$ cat config.mk
export PLATFORM = sky130hd
export DESIGN_NAME = mem_stage
export DESIGN_NICKNAME = d
export VERILOG_FILES = /design/src/rtl/mem_stage.sv
export SDC_FILE = /design/constraint.sdc
export NUM_CORES = 1
export LEC_CHECK = 0
export ABC_AREA = 1
export BUFFER_PORTS_ARGS = -buffer_cell sky130_fd_sc_hd__buf_2
export CAP_MARGIN = 20
export CORE_MARGIN = 2
export CORE_UTILIZATION = 41
export DETAILED_ROUTE_END_ITERATION = 10
export SYNTH_ARGS = -nofsm -noshare
export SYNTH_HDL_FRONTEND = slang
export SYNTH_SLANG_ARGS = --single-unit
$ cat constraint.sdc
create_clock -name clk -period 3.92 [get_ports clk]
set_input_delay 0.392 -clock clk [delete_from_list [all_inputs] [get_ports clk]]
set_output_delay 0.392 -clock clk [all_outputs]
set_load 0.02 [all_outputs]
$ cat src/rtl/mem_stage.sv
// Memory-access stage: direct-mapped, write-back, write-allocate data cache (one word per line)
// with a miss FSM that stalls upstream stages while it writes back the victim and refills over req/ack.
module mem_stage #(
  parameter int INDEX_BITS = 4
) (
  input  logic        clk,
  input  logic        rst_b,
  input  logic        mem_access,
  input  logic        we_cache_in,
  input  logic        is_word_in,
  input  logic [31:0] ALU_result_in,
  input  logic [31:0] rt_data_in,
  input  logic        register_write_in,
  input  logic [1:0]  register_src_in,
  input  logic [4:0]  rd_num_in,
  output logic        stall,
  output logic        register_write_out,
  output logic [1:0]  register_src_out,
  output logic [4:0]  rd_num_out,
  output logic [31:0] ALU_result_out,
  output logic [31:0] mem_data_out,
  output logic        mem_req,
  output logic        mem_we,
  output logic [31:0] mem_addr,
  output logic [31:0] mem_wdata,
  input  logic        mem_ack,
  input  logic [31:0] mem_rdata
);

  localparam int LINES = 1 << INDEX_BITS;
  localparam int TAG_W = 32 - INDEX_BITS - 2;

  typedef enum logic [1:0] {S_IDLE, S_WRITEBACK, S_FILL} state_t;

  state_t                r_state;
  logic [31:0]           r_data [LINES];
  logic [TAG_W-1:0]      r_tag  [LINES];
  logic [LINES-1:0]      r_valid;
  logic [LINES-1:0]      r_dirty;
  logic [31:0]           r_miss_addr;

  logic                  r_req;
  logic                  r_we;
  logic [31:0]           r_addr;
  logic [31:0]           r_wdata;

  logic                  r_rw_out;
  logic [1:0]            r_src_out;
  logic [4:0]            r_rd_out;
  logic [31:0]           r_alu_out;
  logic [31:0]           r_data_out;

  logic [1:0]            w_off;
  logic [INDEX_BITS-1:0] w_idx;
  logic [TAG_W-1:0]      w_tag;
  logic [INDEX_BITS-1:0] w_midx;
  logic [31:0]           w_line;
  logic                  w_hit;
  logic                  w_stall;
  logic                  w_do_hit;
  logic                  w_victim_dirty;
  logic [7:0]            w_byte;
  logic [31:0]           w_load;
  logic [31:0]           w_store_line;

  assign w_off          = ALU_result_in[1:0];
  assign w_idx          = ALU_result_in[INDEX_BITS+1:2];
  assign w_tag          = ALU_result_in[31:INDEX_BITS+2];
  assign w_midx         = r_miss_addr[INDEX_BITS+1:2];
  assign w_line         = r_data[w_idx];
  assign w_hit          = r_valid[w_idx] && (r_tag[w_idx] == w_tag);
  assign w_victim_dirty = r_valid[w_idx] && r_dirty[w_idx];
  assign w_stall        = (r_state != S_IDLE) || (mem_access && !w_hit);
  assign w_do_hit       = (r_state == S_IDLE) && mem_access && w_hit;

  // Little-endian lane select for byte loads and byte-store merge
  always_comb begin
    w_byte       = w_line[7:0];
    w_store_line = w_line;
    case (w_off)
      2'd0: begin w_byte = w_line[7:0];   w_store_line[7:0]   = rt_data_in[7:0]; end
      2'd1: begin w_byte = w_line[15:8];  w_store_line[15:8]  = rt_data_in[7:0]; end
      2'd2: begin w_byte = w_line[23:16]; w_store_line[23:16] = rt_data_in[7:0]; end
      default: begin w_byte = w_line[31:24]; w_store_line[31:24] = rt_data_in[7:0]; end
    endcase
    if (is_word_in) w_store_line = rt_data_in;
    w_load = is_word_in ? w_line : {{24{w_byte[7]}}, w_byte};
  end

  // Data/tag arrays carry no reset; validity alone decides whether they are meaningful
  always_ff @(posedge clk) begin
    if (rst_b) begin
      if (r_state == S_FILL && mem_ack) begin
        r_data[w_midx] <= mem_rdata;
        r_tag[w_midx]  <= r_miss_addr[31:INDEX_BITS+2];
      end else if (w_do_hit && we_cache_in) begin
        r_data[w_idx] <= w_store_line;
      end
    end
  end

  always_ff @(posedge clk) begin
    if (!rst_b) begin
      r_state     <= S_IDLE;
      r_valid     <= '0;
      r_dirty     <= '0;
      r_miss_addr <= '0;
      r_req       <= 1'b0;
      r_we        <= 1'b0;
      r_addr      <= '0;
      r_wdata     <= '0;
    end else begin
      case (r_state)
        S_IDLE: begin
          if (mem_access && !w_hit) begin
            r_miss_addr <= {ALU_result_in[31:2], 2'b00};
            r_req       <= 1'b1;
            if (w_victim_dirty) begin
              r_state <= S_WRITEBACK;
              r_we    <= 1'b1;
              r_addr  <= {r_tag[w_idx], w_idx, 2'b00};
              r_wdata <= w_line;
            end else begin
              r_state <= S_FILL;
              r_we    <= 1'b0;
              r_addr  <= {w_tag, w_idx, 2'b00};
            end
          end else if (w_do_hit && we_cache_in) begin
            r_dirty[w_idx] <= 1'b1;
          end
        end
        S_WRITEBACK: begin
          // Request stays up; only address and direction switch over to the fill
          if (mem_ack) begin
            r_dirty[w_midx] <= 1'b0;
            r_state         <= S_FILL;
            r_we            <= 1'b0;
            r_addr          <= r_miss_addr;
          end
        end
        S_FILL: begin
          if (mem_ack) begin
            r_valid[w_midx] <= 1'b1;
            r_dirty[w_midx] <= 1'b0;
            r_state         <= S_IDLE;
            r_req           <= 1'b0;
            r_we            <= 1'b0;
          end
        end
        default: r_state <= S_IDLE;
      endcase
    end
  end

  // Write-back register: bubble while stalled, ALU/load result hold across the bubble
  always_ff @(posedge clk) begin
    if (!rst_b) begin
      r_rw_out   <= 1'b0;
      r_src_out  <= '0;
      r_rd_out   <= '0;
      r_alu_out  <= '0;
      r_data_out <= '0;
    end else if (w_stall) begin
      r_rw_out  <= 1'b0;
      r_src_out <= '0;
      r_rd_out  <= '0;
    end else begin
      r_rw_out   <= register_write_in;
      r_src_out  <= register_src_in;
      r_rd_out   <= rd_num_in;
      r_alu_out  <= ALU_result_in;
      r_data_out <= (mem_access && !we_cache_in) ? w_load : 32'h0;
    end
  end

  assign stall              = w_stall;
  assign register_write_out = r_rw_out;
  assign register_src_out   = r_src_out;
  assign rd_num_out         = r_rd_out;
  assign ALU_result_out     = r_alu_out;
  assign mem_data_out       = r_data_out;
  assign mem_req            = r_req;
  assign mem_we             = r_we;
  assign mem_addr           = r_addr;
  assign mem_wdata          = r_wdata;

endmodule

==> out/metrics.yaml <==
run_status:
  run_status: "complete, no violations"
critical_path:
  critical_path.max_fanout: 17
  setup.worst_path.class: "flop to output port"
  crit_top_cell: "sky130_fd_sc_hd__nand2_1"
  cp_cell_sequence: "nand2_1 -> nand2_1 -> nand2_1 -> nand2_1 -> nand2_1 -> nand2_1 -> nor2_1 -> nand2_1 -> nand2_1 -> nand2_1 -> nor2_1 -> nand2_1 -> nor2_1 -> nand2_1 -> buf_4 -> nand2_2 -> nand2_8 -> buf_2"
  endpoint_kind: "output port"
  worst_setup_path_start_kind: "flop"
  worstPathBufferInverterCount: 2
  critical_path_required_ns: 3.53
  crit_slowest_cell: "sky130_fd_sc_hd__edfxtp_1"
  critical_path_arrival_ns: 3.25
  worst_path_max_stage_delay_ns: 0.37
  cp_top_family: "simple AND/OR/NAND/NOR gates"
drt:
  topRoutingLayerUsed: "met5"
  detail_route.vias_per_cell: 5.42
  route.vias.total: 34307
  met3RoutedLength_um: 12600
  detail_route.wirelength.met1_um: 60900
  detailed_route_wire_length_um: 143000
  firstDrtPassIters: 7
  drtIter0Drc: 3423
  detail_route.drc_violations: 0
  final_antenna_net_count: 0
  drt-wirelength-per-cell_um: 22.6
  dr_wl_met2_um: 65000
sta:
  largest_clock_skew_in_the_final_design_ns: 0.0644
  max_clock_freq_ghz: 0.275
  max_slew.worst_pin.slew_ns: 0.945
  timing.final.max_slew_violations: 0
  rsz_0062_raised_after_global_routing: "false"
  final-setup-viol-count: 0
  finalCriticalPeriod_ns: 3.64
  maxSlewHeadroom_pct: 37.0
  fin_crit_sh_pct: 92.8
  hold_violations: 0
  finalHoldWorstSlack_ns: 0.0488
grt:
  grt_max_degree: 137
  grtUsageTotal_pct: 24.3
  grt_remaining_overflow: 0
  grt_antenna_before_repair: 6
  first_global_vias: 32488
  grt_pass1_wl_um: 211000
layout:
  syn2layout_area_growth_pct: 19.1
  finish.utilization_pct: 49.1
  layout_commonest_cell: "sky130_fd_sc_hd__nand2_1"
  finish.cell_count_without_fillers: 6331
  fillCellCount: 10158
  design_area_um2: 55200
  layout-drive-gt1-share_pct: 14.6
  nNetsFinal: 4840
  layout.cells.most_common_list: "1709 x sky130_fd_sc_hd__nand2_1, 928 x sky130_fd_sc_hd__edfxtp_1, 263 x sky130_fd_sc_hd__a22oi_1, 243 x sky130_fd_sc_hd__buf_2, 226 x sky130_fd_sc_hd__o21ai_0"
clocking:
  cts_buffers: 117
  cts_root_buf: "sky130_fd_sc_hd__clkbuf_16"
  cts.sink_count: 1128
  clkLatencyLatePin_ns: 0.73
  worst_setup_hold_path_clk_slew_ns: 0.06
  cts-htree-levels: 3
  post-cts-setup-buffer-count: 0
  ctsLongestPathBuffers: 3
  tritoncts: "built"
die:
  dieWidth_um: 340
  dieHeight_um: 340
  placeableCoreArea_um2: 112000
  row_count: 123
  die_area_um2: 116000
  starting_density_of_the_core_pct: 41.3
  boundaryPins: 249
synthesis:
  netlist_instances: 4387
  synth.distinct_cells: 30
  post_synth_main_area_contributors: "sky130_fd_sc_hd__edfxtp_1 60%, sky130_fd_sc_hd__nand2_1 14%, sky130_fd_sc_hd__dfxtp_1 8.6%"
  syn_area_um2: 46300
  number_of_enable_flip_flop_cells_after_synthesis: 928
  synthDominantCellAreaShare_pct: 60.1
  yosys_register_bits: 1128
  async_flop_share_pct: 0
  synth-seq-area-share_pct: 68.8
  ys_warn_count: 0
  synth_largest_area_cell: "sky130_fd_sc_hd__edfxtp_1"
  syn_area_per_cell_um2: 10.6
  yosys_most_used_dff: "sky130_fd_sc_hd__edfxtp_1"
power:
  p_per_area_nw_per_um2: 536
  leakagePower_nw: 21.5
  power.ir.vdd_worst_mv: 0.381
place:
  place_inst: 6096
  buffer_ports.inserted: 246
  detailed_place_hpwl_um: 90300
  gpl.final_weighted_congestion: 0.917
  placed_area_um2: 51100
job:
  drv.max_cap_violation_count: 0
min_path:
  worstHoldPathType: "primary input to flop"
==> layer usage <==
layer  vias to the layer above  GRT usage (%)
li1                      15914              -
met2                      1671           38.1
met4                         4           8.45
met5                         -              0
met3                       297           4.32
met1                     16421           33.9
==> synth_stat cells, drive strengths merged (28+ instances only) <==
cell type and count:
clkbuf 121, a22oi 263, o21ai 305, inv 140
edfxtp 928, nand4 87, o211ai 28, nand2 1713
a21oi 151, nand3 96, buf 140, nor2 182
dfxtp 200
==> where the power goes <==
group	leakage, nW	internal [mW]	switching [mW]
Sequential	10.0	13.7	0.523
Combinational	9.49	1.15	2.87
Clock	1.94	6.69	4.72
==> sequential cells by signal, summed over array words and instances, names as in the netlist, 2 cells and up <==
| signal | flops |
|---|---|
| r_data | 512 |
| r_tag | 416 |
| ALU_result_out | 32 |
| mem_data_out | 32 |
| mem_wdata | 32 |
| mem_addr | 30 |
| r_miss_addr | 30 |
| r_dirty | 16 |
| r_valid | 16 |
| rd_num_out | 5 |
| r_state | 2 |
| register_src_out | 2 |
==> cells by family after synthesis <==
| group | Yosys count | synth area share, % |
|---|---|---|
| AO/OA/AOI/OAI | 765 | 9.93 |
| adder cells (fa/ha/maj) | 3 | 0.0810 |
| buffers and inverters | 403 | 3.53 |
| flip-flops | 1128 | 68.8 |
| other | 1 | 0.00809 |
| AND/OR/NAND/NOR | 2087 | 17.7 |
==> repair_timing <==
action / CTS / global route
hold buffers: 11 / 0
hold endpoints to repair: 13 / 0
resized for setup: 0 / 4
endpoints found under the setup margin: 0 / 1
==> worst paths after layout <==
| path | startpoint | to | slack, ns | cells past startpoint |
|---|---|---|---|---|
| max | r_tag[0][6] | stall | 0.28 | 18 |
| min | ALU_result_in[15] | ALU_result_out[15] | 0.05 | 3 |
| max reg2reg | r_tag[11][18] | r_data[5][31] | 0.55 | 19 |
| min reg2reg | r_valid[1] | r_valid[1] | 0.45 | 2 |
==> through the flow <==
step	setup slack [ns]	total power, mW	setup TNS (ns)
4_1_cts	0.157	29.7	0
2_1_floorplan	-0.250	16.5	-119.04
3_3_place_gp	0.0779	18.3	0
3_5_place_dp	0.0686	18.4	0
6_report	0.281	29.6	0
5_1_grt	0.0837	30.6	0
==> tightest hold or removal path, cell delays in order <==
cell and delay (ns):
sky130_fd_sc_hd__buf_2 0.14, sky130_fd_sc_hd__inv_1 0.13, sky130_fd_sc_hd__a21oi_1 0.08
==> layout make-up <==
type                            count  area, µm²  share of cell area, %
Inverter                          142        547                  0.991
Timing Repair Buffer              481       3750                   6.79
Antenna cell                        1       2.50                0.00453
Tap cell                         1500       1880                   3.40
Clock inverter                     43        548                  0.993
Clock buffer                      179       3430                   6.21
Multi-Input combinational cell   2857      13200                   23.9
Sequential cell                  1128      31900                   57.8
Power figures use the tool's default switching activity.
